==> config.mk <==
export PLATFORM = sky130hd
export DESIGN_NAME = mant_mult_seq
export DESIGN_NICKNAME = d
export VERILOG_FILES = /design/src/rtl/fp_mult_pkg.sv /design/src/rtl/mant_mult_seq.sv
export SDC_FILE = /design/constraint.sdc
export NUM_CORES = 1
export LEC_CHECK = 0
export CORE_MARGIN = 1.5
export CORE_UTILIZATION = 40
export DETAILED_ROUTE_END_ITERATION = 8
export PLACE_DENSITY = 0.69
export SYNTH_ARGS = -nofsm -noshare
export SYNTH_HDL_FRONTEND = slang
export SYNTH_SLANG_ARGS = --single-unit
export TNS_END_PERCENT = 1
==> constraint.sdc <==
create_clock -name clk -period 3 [get_ports clk]
set_input_delay 0.3 -clock clk [delete_from_list [all_inputs] [get_ports clk]]
set_output_delay 0.3 -clock clk [all_outputs]
set_load 0.01 [all_outputs]
==> src/rtl/fp_mult_pkg.sv <==
// Shared constants and FSM state type for the sequential mantissa multiplier.
package fp_mult_pkg;

  localparam int FP_EXP_BIAS = 127;
  localparam int FP_MANT_W   = 24;
  localparam int FP_PROD_W   = 2 * FP_MANT_W;
  localparam int FP_EXP_W    = 10;

  typedef enum logic [1:0] {
    IDLE = 2'd0,
    MUL  = 2'd1,
    DONE = 2'd2
  } mm_state_e;

endpackage

==> src/rtl/mant_mult_seq.sv <==
// Sequential unsigned mantissa multiplier for single-precision FP multiply.
// Accepts an operand pair in IDLE, iterates shift-add in MUL, and holds the
// product, biased exponent sum and sign in DONE until the consumer takes it.
// Optional macro RADIX4_EN: retire two multiplier bits per cycle (MANT_W/2
// steps) instead of one; the product is bit-identical in both builds.
module mant_mult_seq
  import fp_mult_pkg::*;
#(
  parameter int EXP_BIAS = FP_EXP_BIAS,
  parameter int MANT_W   = FP_MANT_W
) (
  input  logic                  clk,
  input  logic                  rst,
  input  logic                  in_valid,
  output logic                  in_ready,
  input  logic [31:0]           a,
  input  logic [31:0]           b,
  output logic                  out_valid,
  input  logic                  out_ready,
  output logic [2*MANT_W-1:0]   P,
  output logic [FP_EXP_W-1:0]   exp_out,
  output logic                  sign_out
);

  localparam int PW    = 2 * MANT_W;
`ifdef RADIX4_EN
  localparam int STEPS = MANT_W / 2;
`else
  localparam int STEPS = MANT_W;
`endif
  localparam int CNT_W = $clog2(MANT_W + 1);

  mm_state_e             state_q, state_d;
  logic [PW-1:0]         prod_q, prod_d;
  logic [MANT_W-1:0]     mcand_q, mcand_d;
  logic [MANT_W-1:0]     mplr_q, mplr_d;
  logic [CNT_W-1:0]      cnt_q, cnt_d;
  logic [FP_EXP_W-1:0]   exp_q, exp_d;
  logic                  sign_q, sign_d;
`ifdef RADIX4_EN
  logic [MANT_W+1:0]     mult3_q, mult3_d;
  logic [MANT_W+1:0]     addend4;
  logic [MANT_W+1:0]     sum4;
`else
  logic [MANT_W:0]       sum2;
`endif
  logic [FP_EXP_W-1:0]   exp_a, exp_b;

  assign exp_a = FP_EXP_W'(a[30:23]);
  assign exp_b = FP_EXP_W'(b[30:23]);

`ifdef RADIX4_EN
  // Radix-4 step: add 0/1x/2x/3x multiplicand to the upper half, shift by 2.
  always_comb begin
    addend4 = '0;
    case (mplr_q[1:0])
      2'd1:    addend4 = {2'b00, mcand_q};
      2'd2:    addend4 = {1'b0, mcand_q, 1'b0};
      2'd3:    addend4 = mult3_q;
      default: addend4 = '0;
    endcase
    sum4 = {2'b00, prod_q[PW-1:MANT_W]} + addend4;
  end
`else
  // Radix-2 step: conditionally add multiplicand to the upper half, shift by 1.
  always_comb begin
    sum2 = {1'b0, prod_q[PW-1:MANT_W]} + (mplr_q[0] ? {1'b0, mcand_q} : '0);
  end
`endif

  // Next-state, datapath update and handshake outputs.
  always_comb begin
    state_d = state_q;
    prod_d  = prod_q;
    mcand_d = mcand_q;
    mplr_d  = mplr_q;
    cnt_d   = cnt_q;
    exp_d   = exp_q;
    sign_d  = sign_q;
`ifdef RADIX4_EN
    mult3_d = mult3_q;
`endif
    in_ready  = (state_q == IDLE);
    out_valid = (state_q == DONE);
    case (state_q)
      IDLE: begin
        if (in_valid) begin
          mcand_d = MANT_W'({|a[30:23], a[22:0]});
          mplr_d  = MANT_W'({|b[30:23], b[22:0]});
          prod_d  = '0;
          cnt_d   = '0;
          sign_d  = a[31] ^ b[31];
          exp_d   = exp_a + exp_b - FP_EXP_W'(EXP_BIAS);
`ifdef RADIX4_EN
          mult3_d = {2'b00, mcand_d} + {1'b0, mcand_d, 1'b0};
`endif
          state_d = MUL;
        end
      end
      MUL: begin
`ifdef RADIX4_EN
        prod_d = {sum4, prod_q[MANT_W-1:2]};
        mplr_d = mplr_q >> 2;
`else
        prod_d = {sum2, prod_q[MANT_W-1:1]};
        mplr_d = mplr_q >> 1;
`endif
        cnt_d = cnt_q + 1'b1;
        if (cnt_q == CNT_W'(STEPS - 1)) state_d = DONE;
      end
      DONE: begin
        if (out_ready) state_d = IDLE;
      end
      default: state_d = IDLE;
    endcase
  end

  // State and datapath registers; reset discards any operation in flight.
  always_ff @(posedge clk or posedge rst) begin
    if (rst) begin
      state_q <= IDLE;
      prod_q  <= '0;
      mcand_q <= '0;
      mplr_q  <= '0;
      cnt_q   <= '0;
      exp_q   <= '0;
      sign_q  <= 1'b0;
`ifdef RADIX4_EN
      mult3_q <= '0;
`endif
    end else begin
      state_q <= state_d;
      prod_q  <= prod_d;
      mcand_q <= mcand_d;
      mplr_q  <= mplr_d;
      cnt_q   <= cnt_d;
      exp_q   <= exp_d;
      sign_q  <= sign_d;
`ifdef RADIX4_EN
      mult3_q <= mult3_d;
`endif
    end
  end

  assign P        = prod_q;
  assign exp_out  = exp_q;
  assign sign_out = sign_q;

endmodule

==> impl_metrics.toml <==
[cts]
cts_root_buffer = "clkbuf_16"
cts_hold_buf = 0
cts_buffer_depth = 2
numCtsBuffers = 17
h-tree-depth = 4
cts_sinks = 114
cts_tree = "done"
cts.clk_slew.worst_paths_ns = 0.06
clock_latency_ns = 0.41

[global_routing]
track_usage_pct = 19.9
grt_pass1_wl_um = 25400
grt_antenna_before_repair = 0
grt_pass1_vias = 5255
overflow = 0
grt_max_degree = 89

[sta]
slew_headroom_pct = 43.1
fmax_mhz = 354
hold_violations = 0
final.period_utilization_pct = 94.1
tns_ns = 0
period_needed_ns = 2.82
worst_pin_slew_ns = 0.853
setup_viol = 0
rsz0062_at_grt = "no"
final_max_slew_viol_count = 0
finalClockSkew_ns = 0.00654

[layout]
final_cells = 1017
fin_area_mm2 = 0.00821
nFillCells = 1323
layout.nets = 930
areaGrowthSynthToFinish_pct = 35.6
antenna_cells = 0
drive_gt1_share_pct = 6.96

[power_and_ir_drop]
intPower_mw = 5.85
cellPowerDensity_mw_per_mm2 = 1170
peakVddDrop_mv = 0.476
power_switching_share_pct = 39.0
p_comb_share_pct = 47.5
power_switching_mw = 3.74
seqPwrFrac_pct = 29.6
p_leak_nw = 3.67
design_power_total_mw = 9.60
pwr-share-clk_pct = 22.8

[critical_path]
endpoint_kind = "register"
r2r_cells = 11
startpoint_type = "register"
regToRegEndpoint = "P[42]$_DFFE_PP0P_"
crit_arrival_ns = 3.08
reg2reg_slack_ns = 0.18
crit_required_ns = 3.26
crit_type = "register to register"
reg2reg_from = "mplr_q[0]$_DFFE_PP0P_"
worst-path-max-fanout = 10

[route]
wire_per_inst_um = 15.1
initialDrtViolationCount = 350
ant_nets = 0
firstDrtPassIters = 7
routed_wl_um = 15300
vias = 5249
drc = 0
vias_per_cell = 5.16

[synthesis]
syn_area_mm2 = 0.00606
ys_seq_elements = 114
syn_area_per_cell_um2 = 8.69
synth_edf_count = 0
seq_area_frac_synth_pct = 47.1
synth_cell_types = 42
syn_nets = 807
yosysWarnings = 0
synth_cells = 697
synth_async_sr_flop_share_pct = 100
ys.flop_type = "dfrtp_1"

[floorplanning]
die_w_um = 126
die_h_um = 126
start_util_pct = 41.4
num_io_pins = 129
rows = 44
coreArea_mm2 = 0.0146
dieArea_mm2 = 0.0159

[placement]
placed_cells = 984
dpl-instance-area_mm2 = 0.00756
gp_congestion = 0.882
io_buffers = 128
dp_hpwl_um = 10700

[job]
maxCapViolations = 0

[worst_hold_path]
hp-class = "input pin to asynchronous set/reset pin"

[outcome]
outcome = "complete, no violations"
cell families after synthesis:
kind of cell               count (synthesis)  synth area share [%]
AOI/OAI and AO/OA                        163                  15.8
xor gates and xnor gates                  28                  4.05
adders and majority gates                 42                  8.92
buffers and inverters                     52                  3.22
DFF                                      114                  47.1
and+or+nand+nor                          298                  20.9
cells in the final DEF, fill, tap and decap left out, types with 2 or more instances in the layout:
cell | netlist | final
nand2_1 | 165 | 164
clkdlybuf4s50_1 | 0 | 128
dfrtp_1 | 114 | 113
o21ai_0 | 73 | 73
nor2_1 | 64 | 64
ha_1 | 40 | 40
a21oi_1 | 31 | 31
o22ai_1 | 23 | 23
and2_1 | 24 | 23
nand3_1 | 21 | 21
clkbuf_16 | 0 | 17
xor2_1 | 15 | 15
inv_1 | 15 | 14
xnor2_1 | 13 | 13
buf_4 | 0 | 11
a21o_1 | 8 | 8
inv_6 | 0 | 8
nand4_1 | 5 | 5
nor2b_1 | 5 | 4
nor4_1 | 4 | 4
bufinv_16 | 0 | 4
o211ai_1 | 3 | 3
a211oi_1 | 3 | 3
and3_1 | 3 | 3
o21a_1 | 3 | 3
clkinv_4 | 0 | 3
a31oi_1 | 3 | 2
a31oi_2 | 1 | 2
nor3_1 | 2 | 2
o21ai_1 | 2 | 2
o21bai_1 | 2 | 2
o31a_1 | 2 | 2
fa_1 | 2 | 2
buf_12 | 0 | 2
final cells by class:
class	instances	area, µm²	area share (%)
Clock inverter	15	216	2.64
Tap cell	184	230	2.80
Inverter	15	60.1	0.731
Timing Repair Buffer	141	1400	17.1
Sequential cell	114	2850	34.7
Multi-Input combinational cell	531	3020	36.8
Clock buffer	17	425	5.18
synthesized netlist by cell type, types with 4 or more instances:
cell type,n,share of area [%]
nor2b_1,5,0.52
nand3_1,21,1.7
xor2_1,15,2.2
clkbuf_1,32,2.0
a21oi_1,31,2.6
ha_1,40,8.3
o22ai_1,23,2.4
nor2_1,64,4.0
xnor2_1,13,1.9
inv_1,15,0.93
dfrtp_1,114,47
nor4_1,4,0.41
and2_1,24,2.5
nand2_1,165,10
a21o_1,8,0.99
o21ai_0,73,6.0
nand4_1,5,0.52
buf_1,5,0.31
critical path, stage by stage (launching register included):
cell,delay (ns)
dfrtp_2,0.46
nand2_1,0.13
inv_1,0.06
ha_1,0.30
a211oi_1,0.32
o211ai_1,0.14
a221oi_2,0.40
o21ai_1,0.20
a31oi_2,0.29
o21ai_0,0.15
xnor2_1,0.14
o21ai_0,0.09
registers in the layout, indices dropped and copies added, names as in the netlist:
register	count
mplr_q	24
P	48
state_q	2
mcand_q	24
exp_out	10
sign_out	1
cnt_q	5
layer usage:
layer	part of all wire, %	GRT usage (%)	vias to the layer above
met4	1.2	5.95	0
met2	48	32.8	129
met3	6.2	6.67	14
met5	0	0	-
li1	-	-	2614
met1	44	24.8	2492
how the worst max path moves through the flow:
stage	startpoint	to	slack, ns	depth (start not counted)
2_1_floorplan	mplr_q[0]$_DFFE_PP0P_	P[45]$_DFFE_PP0P_	0.21	13
3_5_place_dp	mplr_q[0]$_DFFE_PP0P_	P[45]$_DFFE_PP0P_	0.10	12
6_report	mplr_q[0]$_DFFE_PP0P_	P[42]$_DFFE_PP0P_	0.18	11
5_1_grt	mplr_q[0]$_DFFE_PP0P_	P[44]$_DFFE_PP0P_	0.02	11
3_3_place_gp	mplr_q[0]$_DFFE_PP0P_	P[45]$_DFFE_PP0P_	0.18	12
4_1_cts	mplr_q[0]$_DFFE_PP0P_	P[45]$_DFFE_PP0P_	0.07	12
what timing repair did:
action                     4_1_cts  5_1_grt
setup buffers                    0        1
setup endpoints to repair        0        5
resized for setup                0        2
stage by stage:
step	hold slack (ns)	utilization, %	setup slack (ns)
4_1_cts	0.353	56.0	0.0715
3_3_place_gp	0.454	51.6	0.183
6_report	0.332	56.1	0.178
5_1_grt	0.385	56.1	0.0207
2_1_floorplan	0.405	-	0.213
3_5_place_dp	0.455	51.6	0.103
power by group through the flow:
stage | registers, mW | logic, mW | clock network [mW]
after detailed placement | 2.86 | 4.55 | 0
final | 2.84 | 4.56 | 2.19
after global routing | 2.94 | 5.10 | 2.31
after CTS | 2.85 | 4.58 | 2.24
after global placement | 2.83 | 4.45 | 0
after floorplan | 2.89 | 2.79 | 0
(Power assumes the default switching activity.)
